**config.mk**
```make
export PLATFORM = sky130hd
export DESIGN_NAME = riscv_ifetch
export DESIGN_NICKNAME = d
export VERILOG_FILES = /design/src/rtl/riscv_constants.sv /design/src/rtl/riscv_ifetch_fifo.sv /design/src/rtl/riscv_ifetch.sv
export SDC_FILE = /design/constraint.sdc
export NUM_CORES = 1
export LEC_CHECK = 0
export ABC_AREA = 1
export CORE_UTILIZATION = 40
export DETAILED_ROUTE_END_ITERATION = 8
export SETUP_SLACK_MARGIN = 0.4
export SYNTH_ARGS = -nofsm -noshare
export SYNTH_HDL_FRONTEND = slang
export SYNTH_HIERARCHICAL = 1
export SYNTH_SLANG_ARGS = --single-unit
```
**constraint.sdc**
```tcl
create_clock -name clk -period 9.7 [get_ports clk]
set_input_delay 2.425 -clock clk [delete_from_list [all_inputs] [get_ports clk]]
set_output_delay 2.425 -clock clk [all_outputs]
set_load 0.05 [all_outputs]
```
**src/rtl/riscv_constants.sv**
```systemverilog
// Shared RISC-V front-end constants and types.
// Contents:
//   XLEN           - datapath width that the fetch-entry struct is built on
//   NOP_INSTR      - canonical NOP (addi x0, x0, 0)
//   IFETCH_STATE   - fetch-stage control states
//   ifetch_entry_t - one instruction-buffer entry {pc, instr[, misalign]}
// Optional feature macro: RISCV_IFETCH_MISALIGN_CHECK_EN adds the misalign flag
// to each buffer entry.
package riscv_constants;

  localparam int unsigned XLEN = 32;

  localparam logic [XLEN-1:0] NOP_INSTR = 32'h0000_0013;

  typedef enum logic {
    IF_RUN   = 1'b0,
    IF_FLUSH = 1'b1
  } IFETCH_STATE;

  typedef struct packed {
    logic [XLEN-1:0] pc;
    logic [XLEN-1:0] instr;
`ifdef RISCV_IFETCH_MISALIGN_CHECK_EN
    logic            misalign;
`endif
  } ifetch_entry_t;

endpackage

```
**src/rtl/riscv_ifetch_fifo.sv**
```systemverilog
// Parameterised synchronous FIFO with synchronous flush.
// Used both as the instruction buffer and as the in-flight PC tag queue.
// Ports:
//   clk, reset  - clock, synchronous active-high reset
//   flush       - clear all entries this cycle; same-cycle push/pop ignored
//   push        - write push_data at the tail (caller guarantees not full)
//   pop         - retire the head entry (caller guarantees not empty)
//   head_data   - head entry, read straight from storage (no bypass)
//   count       - number of valid entries
module riscv_ifetch_fifo #(
  parameter int unsigned WIDTH = 32,
  parameter int unsigned DEPTH = 2
) (
  input  logic                       clk,
  input  logic                       reset,
  input  logic                       flush,
  input  logic                       push,
  input  logic [WIDTH-1:0]           push_data,
  input  logic                       pop,
  output logic [WIDTH-1:0]           head_data,
  output logic [$clog2(DEPTH+1)-1:0] count
);

  localparam int unsigned CNT_W = $clog2(DEPTH + 1);
  localparam int unsigned PTR_W = (DEPTH > 1) ? $clog2(DEPTH) : 1;

  logic [WIDTH-1:0] mem_q [DEPTH];
  logic [PTR_W-1:0] wr_ptr_q;
  logic [PTR_W-1:0] rd_ptr_q;
  logic [CNT_W-1:0] count_q;

  // Pointer increment with wrap at DEPTH (also correct for non power-of-two).
  function automatic logic [PTR_W-1:0] ptr_next(input logic [PTR_W-1:0] ptr);
    logic [PTR_W-1:0] nxt;
    if (ptr == PTR_W'(DEPTH - 1)) begin
      nxt = '0;
    end else begin
      nxt = ptr + PTR_W'(1);
    end
    return nxt;
  endfunction

  // Pointers and occupancy.
  always_ff @(posedge clk) begin
    if (reset || flush) begin
      wr_ptr_q <= '0;
      rd_ptr_q <= '0;
      count_q  <= '0;
    end else begin
      if (push) begin
        wr_ptr_q <= ptr_next(wr_ptr_q);
      end
      if (pop) begin
        rd_ptr_q <= ptr_next(rd_ptr_q);
      end
      if (push && !pop) begin
        count_q <= count_q + CNT_W'(1);
      end else if (!push && pop) begin
        count_q <= count_q - CNT_W'(1);
      end
    end
  end

  // Entry storage; contents need no reset since count gates validity.
  always_ff @(posedge clk) begin
    if (push && !reset && !flush) begin
      mem_q[wr_ptr_q] <= push_data;
    end
  end

  assign head_data = mem_q[rd_ptr_q];
  assign count     = count_q;

endmodule

```
**src/rtl/riscv_ifetch.sv**
```systemverilog
// Instruction-fetch stage: issues in-order instruction-memory requests for the
// PC stage's current address, tags them with their PC, buffers returned
// instructions and hands {pc, instr} to decode. A redirect flushes the buffer
// and drops responses still in flight for the old path.
// Ports:
//   clk, reset                      - clock, synchronous active-high reset
//   pc_in, redirect, fetch_stall    - PC-stage interface (stall = hold pc_in)
//   imem_req_valid/ready/addr       - request channel to instruction memory
//   imem_resp_valid/data            - in-order response beats, always accepted
//   dec_valid/ready, dec_pc/instr   - buffered instruction to decode
//   dec_misalign                    - only with RISCV_IFETCH_MISALIGN_CHECK_EN
// Optional feature macro: RISCV_IFETCH_MISALIGN_CHECK_EN. When defined,
// misaligned fetch addresses never reach memory; a flagged NOP is buffered.
module riscv_ifetch
  import riscv_constants::*;
#(
  parameter int unsigned WORD_LENGTH     = 32,
  parameter int unsigned FIFO_DEPTH      = 2,
  parameter int unsigned MAX_OUTSTANDING = 2
) (
  input  logic                   clk,
  input  logic                   reset,
  input  logic [WORD_LENGTH-1:0] pc_in,
  input  logic                   redirect,
  output logic                   fetch_stall,
  output logic                   imem_req_valid,
  input  logic                   imem_req_ready,
  output logic [WORD_LENGTH-1:0] imem_req_addr,
  input  logic                   imem_resp_valid,
  input  logic [WORD_LENGTH-1:0] imem_resp_data,
  output logic                   dec_valid,
  input  logic                   dec_ready,
  output logic [WORD_LENGTH-1:0] dec_pc,
  output logic [WORD_LENGTH-1:0] dec_instr
`ifdef RISCV_IFETCH_MISALIGN_CHECK_EN
  ,
  output logic                   dec_misalign
`endif
);

  localparam int unsigned CNT_W   = $clog2(FIFO_DEPTH + 1);
  localparam int unsigned OUT_W   = $clog2(MAX_OUTSTANDING + 1);
  localparam int unsigned SUM_W   = $clog2(FIFO_DEPTH + MAX_OUTSTANDING + 1);
  localparam int unsigned ENTRY_W = $bits(ifetch_entry_t);

  IFETCH_STATE      state_q, state_d;
  logic [OUT_W-1:0] outstanding_q, outstanding_d;
  logic [OUT_W-1:0] drop_cnt_q, drop_cnt_d;

  logic [CNT_W-1:0]       fifo_count;
  ifetch_entry_t          fifo_head;
  ifetch_entry_t          fifo_wdata;
  logic                   fifo_push;
  logic                   fifo_pop;

  logic [WORD_LENGTH-1:0] tag_head;
  logic [OUT_W-1:0]       tag_count;

  logic credit_ok;
  logic slot_ok;
  logic local_issue;
  logic mem_accept;
  logic resp_take;

  // Credits: buffered plus in-flight entries may never exceed the buffer.
  assign credit_ok = (SUM_W'(outstanding_q) + SUM_W'(fifo_count)) < SUM_W'(FIFO_DEPTH);
  assign slot_ok   = outstanding_q < OUT_W'(MAX_OUTSTANDING);

  // A response with no tagged request in flight is ignored rather than
  // underflowing the counters.
  assign resp_take = imem_resp_valid && (tag_count != '0);

  // Issue decision.
  always_comb begin
    imem_req_valid = 1'b0;
    local_issue    = 1'b0;
    if (!reset && (state_q == IF_RUN) && !redirect && credit_ok) begin
`ifdef RISCV_IFETCH_MISALIGN_CHECK_EN
      // Misaligned fetches are answered locally; waiting for an empty
      // pipeline keeps the buffered stream in program order.
      if (pc_in[1:0] != 2'b00) begin
        local_issue = (outstanding_q == '0);
      end else begin
        imem_req_valid = slot_ok;
      end
`else
      imem_req_valid = slot_ok;
`endif
    end
  end

  assign mem_accept    = imem_req_valid && imem_req_ready;
  assign fetch_stall   = !(mem_accept || local_issue);
  assign imem_req_addr = pc_in;

  // Next state, counters and buffer write.
  always_comb begin
    state_d       = state_q;
    outstanding_d = outstanding_q + OUT_W'(mem_accept) - OUT_W'(resp_take);
    drop_cnt_d    = drop_cnt_q;
    fifo_push     = 1'b0;
    fifo_wdata    = '0;
    fifo_pop      = dec_valid && dec_ready;

    case (state_q)
      IF_RUN: begin
        if (resp_take) begin
          fifo_push        = 1'b1;
          fifo_wdata.pc    = XLEN'(tag_head);
          fifo_wdata.instr = XLEN'(imem_resp_data);
`ifdef RISCV_IFETCH_MISALIGN_CHECK_EN
          fifo_wdata.misalign = (tag_head[1:0] != 2'b00);
`endif
        end else if (local_issue) begin
          fifo_push        = 1'b1;
          fifo_wdata.pc    = XLEN'(pc_in);
          fifo_wdata.instr = NOP_INSTR;
`ifdef RISCV_IFETCH_MISALIGN_CHECK_EN
          fifo_wdata.misalign = 1'b1;
`endif
        end
      end
      IF_FLUSH: begin
        if (resp_take && (drop_cnt_q != '0)) begin
          drop_cnt_d = drop_cnt_q - OUT_W'(1);
        end
        if (drop_cnt_d == '0) begin
          state_d = IF_RUN;
        end
      end
      default: begin
        state_d = IF_RUN;
      end
    endcase

    // Redirect wins in any state: everything still in flight is stale.
    if (redirect) begin
      fifo_push  = 1'b0;
      fifo_pop   = 1'b0;
      drop_cnt_d = outstanding_q - OUT_W'(resp_take);
      state_d    = (drop_cnt_d != '0) ? IF_FLUSH : IF_RUN;
    end
  end

  // State register.
  always_ff @(posedge clk) begin
    if (reset) begin
      state_q       <= IF_RUN;
      outstanding_q <= '0;
      drop_cnt_q    <= '0;
    end else begin
      state_q       <= state_d;
      outstanding_q <= outstanding_d;
      drop_cnt_q    <= drop_cnt_d;
    end
  end

  // PC tags of issued-but-unreturned requests; survives redirects so stale
  // responses still retire their own tag.
  riscv_ifetch_fifo #(
    .WIDTH (WORD_LENGTH),
    .DEPTH (MAX_OUTSTANDING)
  ) u_tag_queue (
    .clk       (clk),
    .reset     (reset),
    .flush     (1'b0),
    .push      (mem_accept),
    .push_data (pc_in),
    .pop       (resp_take),
    .head_data (tag_head),
    .count     (tag_count)
  );

  // Instruction buffer toward decode.
  riscv_ifetch_fifo #(
    .WIDTH (ENTRY_W),
    .DEPTH (FIFO_DEPTH)
  ) u_instr_fifo (
    .clk       (clk),
    .reset     (reset),
    .flush     (redirect),
    .push      (fifo_push),
    .push_data (fifo_wdata),
    .pop       (fifo_pop),
    .head_data (fifo_head),
    .count     (fifo_count)
  );

  // Decode view of the head entry; fields read zero when nothing is valid.
  assign dec_valid = !reset && (fifo_count != '0);
  assign dec_pc    = dec_valid ? WORD_LENGTH'(fifo_head.pc)    : '0;
  assign dec_instr = dec_valid ? WORD_LENGTH'(fifo_head.instr) : '0;
`ifdef RISCV_IFETCH_MISALIGN_CHECK_EN
  assign dec_misalign = dec_valid && fifo_head.misalign;
`endif

endmodule

```
# == Word-level counts from Yosys, hierarchy flattened ==
# Memories as Yosys holds them, arrays and structs flattened. A register that Yosys moved wholly into a read port is not among the register bits.
# Index checks and enable logic that the tools add are counted.
# totals
word_cells,90
in_bits,70
ramBits,192
register_bits,13
n_memories,2
# memory_table
memory,depth,width,read_ports,rd_clocked_by_memory_dff,wr,line_no,source
u_instr_fifo.mem_q,2,64,1,1,1,riscv_ifetch_fifo.sv:27,logic [WIDTH-1:0] mem_q [DEPTH];
u_tag_queue.mem_q,2,32,1,1,1,riscv_ifetch_fifo.sv:27,
# op_classes
reduce_logical,30
add_sub_neg,13
muxes,33
bitwise_logic,1
n_lt_le_gt_ge,2
# op_table
op,n
$mux 64,2
$mux 32,2
$mux 1,21
$mux 2,8
$logic_and 1x1->1,15
$reduce_bool 2->1,7
$logic_not 1->1,6
$sub 2x1->2 const B,3
$add 1x1->1 const B,4
$add 2x1->2 const B,2
$sub 2x1->2,2
$add 2x2->3,1
$lt 3x2->1 const B,1
$add 2x1->2,1
$logic_not 2->1,1
$lt 2x2->1 const B,1
$logic_or 1x1->1,1
$not 1->1,1

# == Depth between registers and ports, before layout ==
# logic_depth
depth_word,10
ltp_mapped,13

# == Cells and area by module ==
# Netlist, hierarchy kept.
# by_module_without_submodules
module,area_each_um2,cells_each,instances
riscv_ifetch_fifo (u_instr_fifo),5148.7,232,1
riscv_ifetch_fifo (u_tag_queue),2693.8,133,1
riscv_ifetch,2194.6,367,1

# == Worst setup path before layout ==
# OpenSTA, ideal clock, no wires.
# synth_path
path_type,input port to flip-flop
start,input imem_resp_valid
end,"memory u_instr_fifo/mem_q[1][0] (netlist name), enable pin"
required_ns,9.135
arrival_ns,7.376
path_slack_ns,1.759
n_path_buf,1
setup_time_ns,0.565
stages,6
path_cell_list,o21a_4 -> nand2_4 -> buf_8 -> nor2_1 -> inv_1 -> nor3_1
# synth_via
elab_chain_cells,8
# synth_lines
item,line_no,source
"start, declared",riscv_ifetch.sv:29,"input logic imem_resp_valid,"
$logic_and 1x1->1,riscv_ifetch.sv:71,assign resp_take = imem_resp_valid && (tag_count != '0);
$mux 1,riscv_ifetch.sv:107,if (resp_take) begin
$mux 1,riscv_ifetch.sv:105,case (state_q)
$mux 1,riscv_ifetch.sv:137,if (redirect) begin
named net fifo_push,riscv_ifetch.sv:53,logic fifo_push;
$logic_and 1x1->1 (2 in a row),riscv_ifetch_fifo.sv:66,if (push && !reset && !flush) begin
$mux 1,riscv_ifetch_fifo.sv:66,
$mux 1 (implied by the code),riscv_ifetch_fifo.sv:67,mem_q[wr_ptr_q] <= push_data;
"end, declared",riscv_ifetch_fifo.sv:27,
# The timed path passes the listed nets, and every way through them passes these cells.

# == Final worst setup path ==
# layout_path
start,input reset
end,output dec_pc[4]
# layout_via
elab_chain_cells,3
# layout_lines
item,line_no,source
"start, declared",riscv_ifetch.sv:22,"input logic reset,"
$logic_not 1->1,riscv_ifetch.sv:190,assign dec_valid = !reset && (fifo_count != '0);
$logic_and 1x1->1,riscv_ifetch.sv:190,
$mux 32,riscv_ifetch.sv:191,assign dec_pc = dec_valid ? WORD_LENGTH'(fifo_head.pc) : '0;
"end, declared",riscv_ifetch.sv:33,"output logic [WORD_LENGTH-1:0] dec_pc,"
# No other way between the ends.

==> results_dict.tcl <==
set metrics [dict create \
    globalRouteOverflowTotal 0 \
    ys_async_sr_fraction_pct 0 \
    syn-num-nets 809 \
    cts-root-buf "clkbuf_16" \
    layout.cells.non_filler 1216 \
    viasPerCell 4.27 \
    start_util_pct 41.0 \
    critPathCaptureType "primary output" \
    maxSlewViolCount 0 \
    tns_ns 0 \
    cp.arrival_ns 4.60 \
    clkLatencyLatePin_ns 0.50 \
    routed_wirelength_um 16400 \
    ios 169 \
    post_cts_buffers 0 \
    vias 5191 \
    finalCriticalPeriod_ns 7.02 \
    drt_iter0_markers 191 \
    coreArea_um2 24500 \
    place_inst 1174 \
    h-tree-depth 1 \
    crit_required_ns 7.28 \
    hold_viol_final 0 \
    die_area_um2 25700 \
    postSynthAreaPerCell_um2 13.7 \
    highest_layer "met4" \
    met2_length_um 8040 \
    wl_met1_um 7250 \
    ys_top_cells_by_area "edfxtp_1, mux2_4, inv_1" \
    cts_tree "yes" \
    fmax_mhz 142 \
    syn_to_final_growth_pct 23.7 \
    rows 57 \
    cts_sinks 207 \
    tightest_slew_ns 1.06 \
    synth.largest_area_cell "edfxtp_1" \
    rsz0062_at_grt "no" \
    power_density_nw_per_um2 164 \
    yosys.cell_types.count 33 \
    die_w_um 160 \
    drc 0 \
    ir_drop_v 0.000134 \
    drive_gt1_share_pct 22.6 \
    clockBufferDepth 3 \
    grt_max_degree 67 \
    crit_path_max_fanout 66 \
    ctsHoldBuffers 0 \
    grt_use_total_pct 13.0 \
    placed_cell_area_um2 11600 \
    synth_edf_count 192 \
    syn-instance-count 732 \
    clk_pin_slew_ns 0.06 \
    worstSetupStartpointType "input port" \
    p_leak_nw 4.95 \
    design_area_um2 12400 \
    grt_first_pass_wirelength_um 26500 \
    clock_skew_ns 0.00631 \
    die_h_um 160 \
    diodes 0 \
    synth_warnings 6 \
    post-route-util_pct 50.8 \
    io_buffers 168 \
    yosysSeqAreaShare_pct 60.4 \
    drtPass1Iterations 6 \
    layout_commonest_cell "edfxtp_1" \
    antenna_found_initial 0 \
    syn_area_um2 10000 \
    relSlewSlack_pct 29.2 \
    status "complete, no violations" \
    maxCapViolCount 0 \
    worstSetupPathType "in2out" \
    cts_buffers 23 \
    wl_met3_um 780 \
    wl_per_cell_um 13.5 \
    dpl.hpwl_um 9970 \
    ys.flop_type "edfxtp_1" \
    synth_top_cell_area_share_pct 57.4 \
    final-setup-viol-count 0 \
    synth_seq_cells 207 \
    gp_congestion 0.699 \
    grt_pass1_vias 5288 \
    holdCritPathClass "reg2reg" \
    min_period_over_period_pct 72.4 \
    ctsResizeCount 0 \
    drtAntennaViolNets 0 \
    final_cell_mix "edfxtp_1, clkdlybuf4s50_1, inv_1" \
    layout.nets 952 \
]
## cell families (layout without fill, tap and decap cells)
group                      Yosys count  after routing  synth area share (%)
other                                1              1                0.0374
xor gates and xnor gates             3              3                 0.262
buffers and inverters              217            377                  12.1
and+or+nand+nor                    189            189                  11.4
AOI/OAI and AO/OA                   12             12                 0.710
DFF                                207            207                  60.4
muxes                               96             96                  14.1
adders and majority gates            7              7                 0.947
## area by class of cell
class	count	area, um2
fill	2153	12000
sequential	207	6070
multi-input combinational	308	2810
timing repair buffer	175	1730
inverter	160	601
clock buffer	27	591
tap	324	405
clock inverter	15	210
## cell usage after synthesis, types with 4 or more instances
cell type	n
inv_1	159
nor2_4	50
buf_12	14
edfxtp_1	192
nor2_1	92
nand3_1	8
nand2_1	26
mux2_4	90
mux2_2	6
buf_4	37
dfxtp_1	15
a21oi_1	6
nand4_1	4
ha_1	6
## path summary, 6_finish.rpt
check / start / end / slack (ns) / cells after the start
max: reset / dec_pc[4] / 2.68 / 6
max reg2reg: u_tag_queue/count[1]$_SDFFE_PP0P_ / u_instr_fifo/mem_q[0][4]$_DFFE_PP_ / 6.20 / 6
min: u_tag_queue/wr_ptr_q$_SDFFE_PP0P_ / u_tag_queue/wr_ptr_q$_SDFFE_PP0P_ / 0.47 / 2
min reg2reg: u_tag_queue/wr_ptr_q$_SDFFE_PP0P_ / u_tag_queue/wr_ptr_q$_SDFFE_PP0P_ / 0.47 / 2
## per-layer routing
metal,global-route usage (%),vias to the layer above
met5,0,-
met4,3.46,0
met3,2.51,25
met2,23.5,132
met1,15.9,2408
li1,-,2626
## state kept, by name, summed over array words and instances, names as in the netlist, named ones only
name                   count
u_tag_queue/wr_ptr_q       1
u_tag_queue/rd_ptr_q       1
u_instr_fifo/wr_ptr_q      1
u_tag_queue/mem_q         64
u_instr_fifo/rd_ptr_q      1
state_q                    1
u_tag_queue/count          2
u_instr_fifo/mem_q       128
outstanding_q              2
drop_cnt_q                 2
u_instr_fifo/count         2
## per-stage QoR
stage                     hold slack (ns)  setup WS [ns]  power, W
after floorplan                     0.444           1.76   0.00110
after global placement              0.452           2.62   0.00115
after detailed placement            0.458           2.62   0.00115
after CTS                           0.467           2.62   0.00207
after global routing                0.486           2.51   0.00211
final                               0.468           2.68   0.00203
## critical path: stages
cell	delay [ns]
clkdlybuf4s50_1	0.53
inv_2	0.10
o21ai_4	0.06
buf_4	0.57
nor2_1	0.12
clkdlybuf4s50_1	0.73
## report_power, final
part	internal (W)	leakage, nW	switching, W
Clock	0.000570	0.392	0.000336
Combinational	0.0000616	2.90	0.0000870
Sequential	0.000976	1.66	0.00000325
Total	0.00161	4.95	0.000426
(Power assumes the default switching activity.)
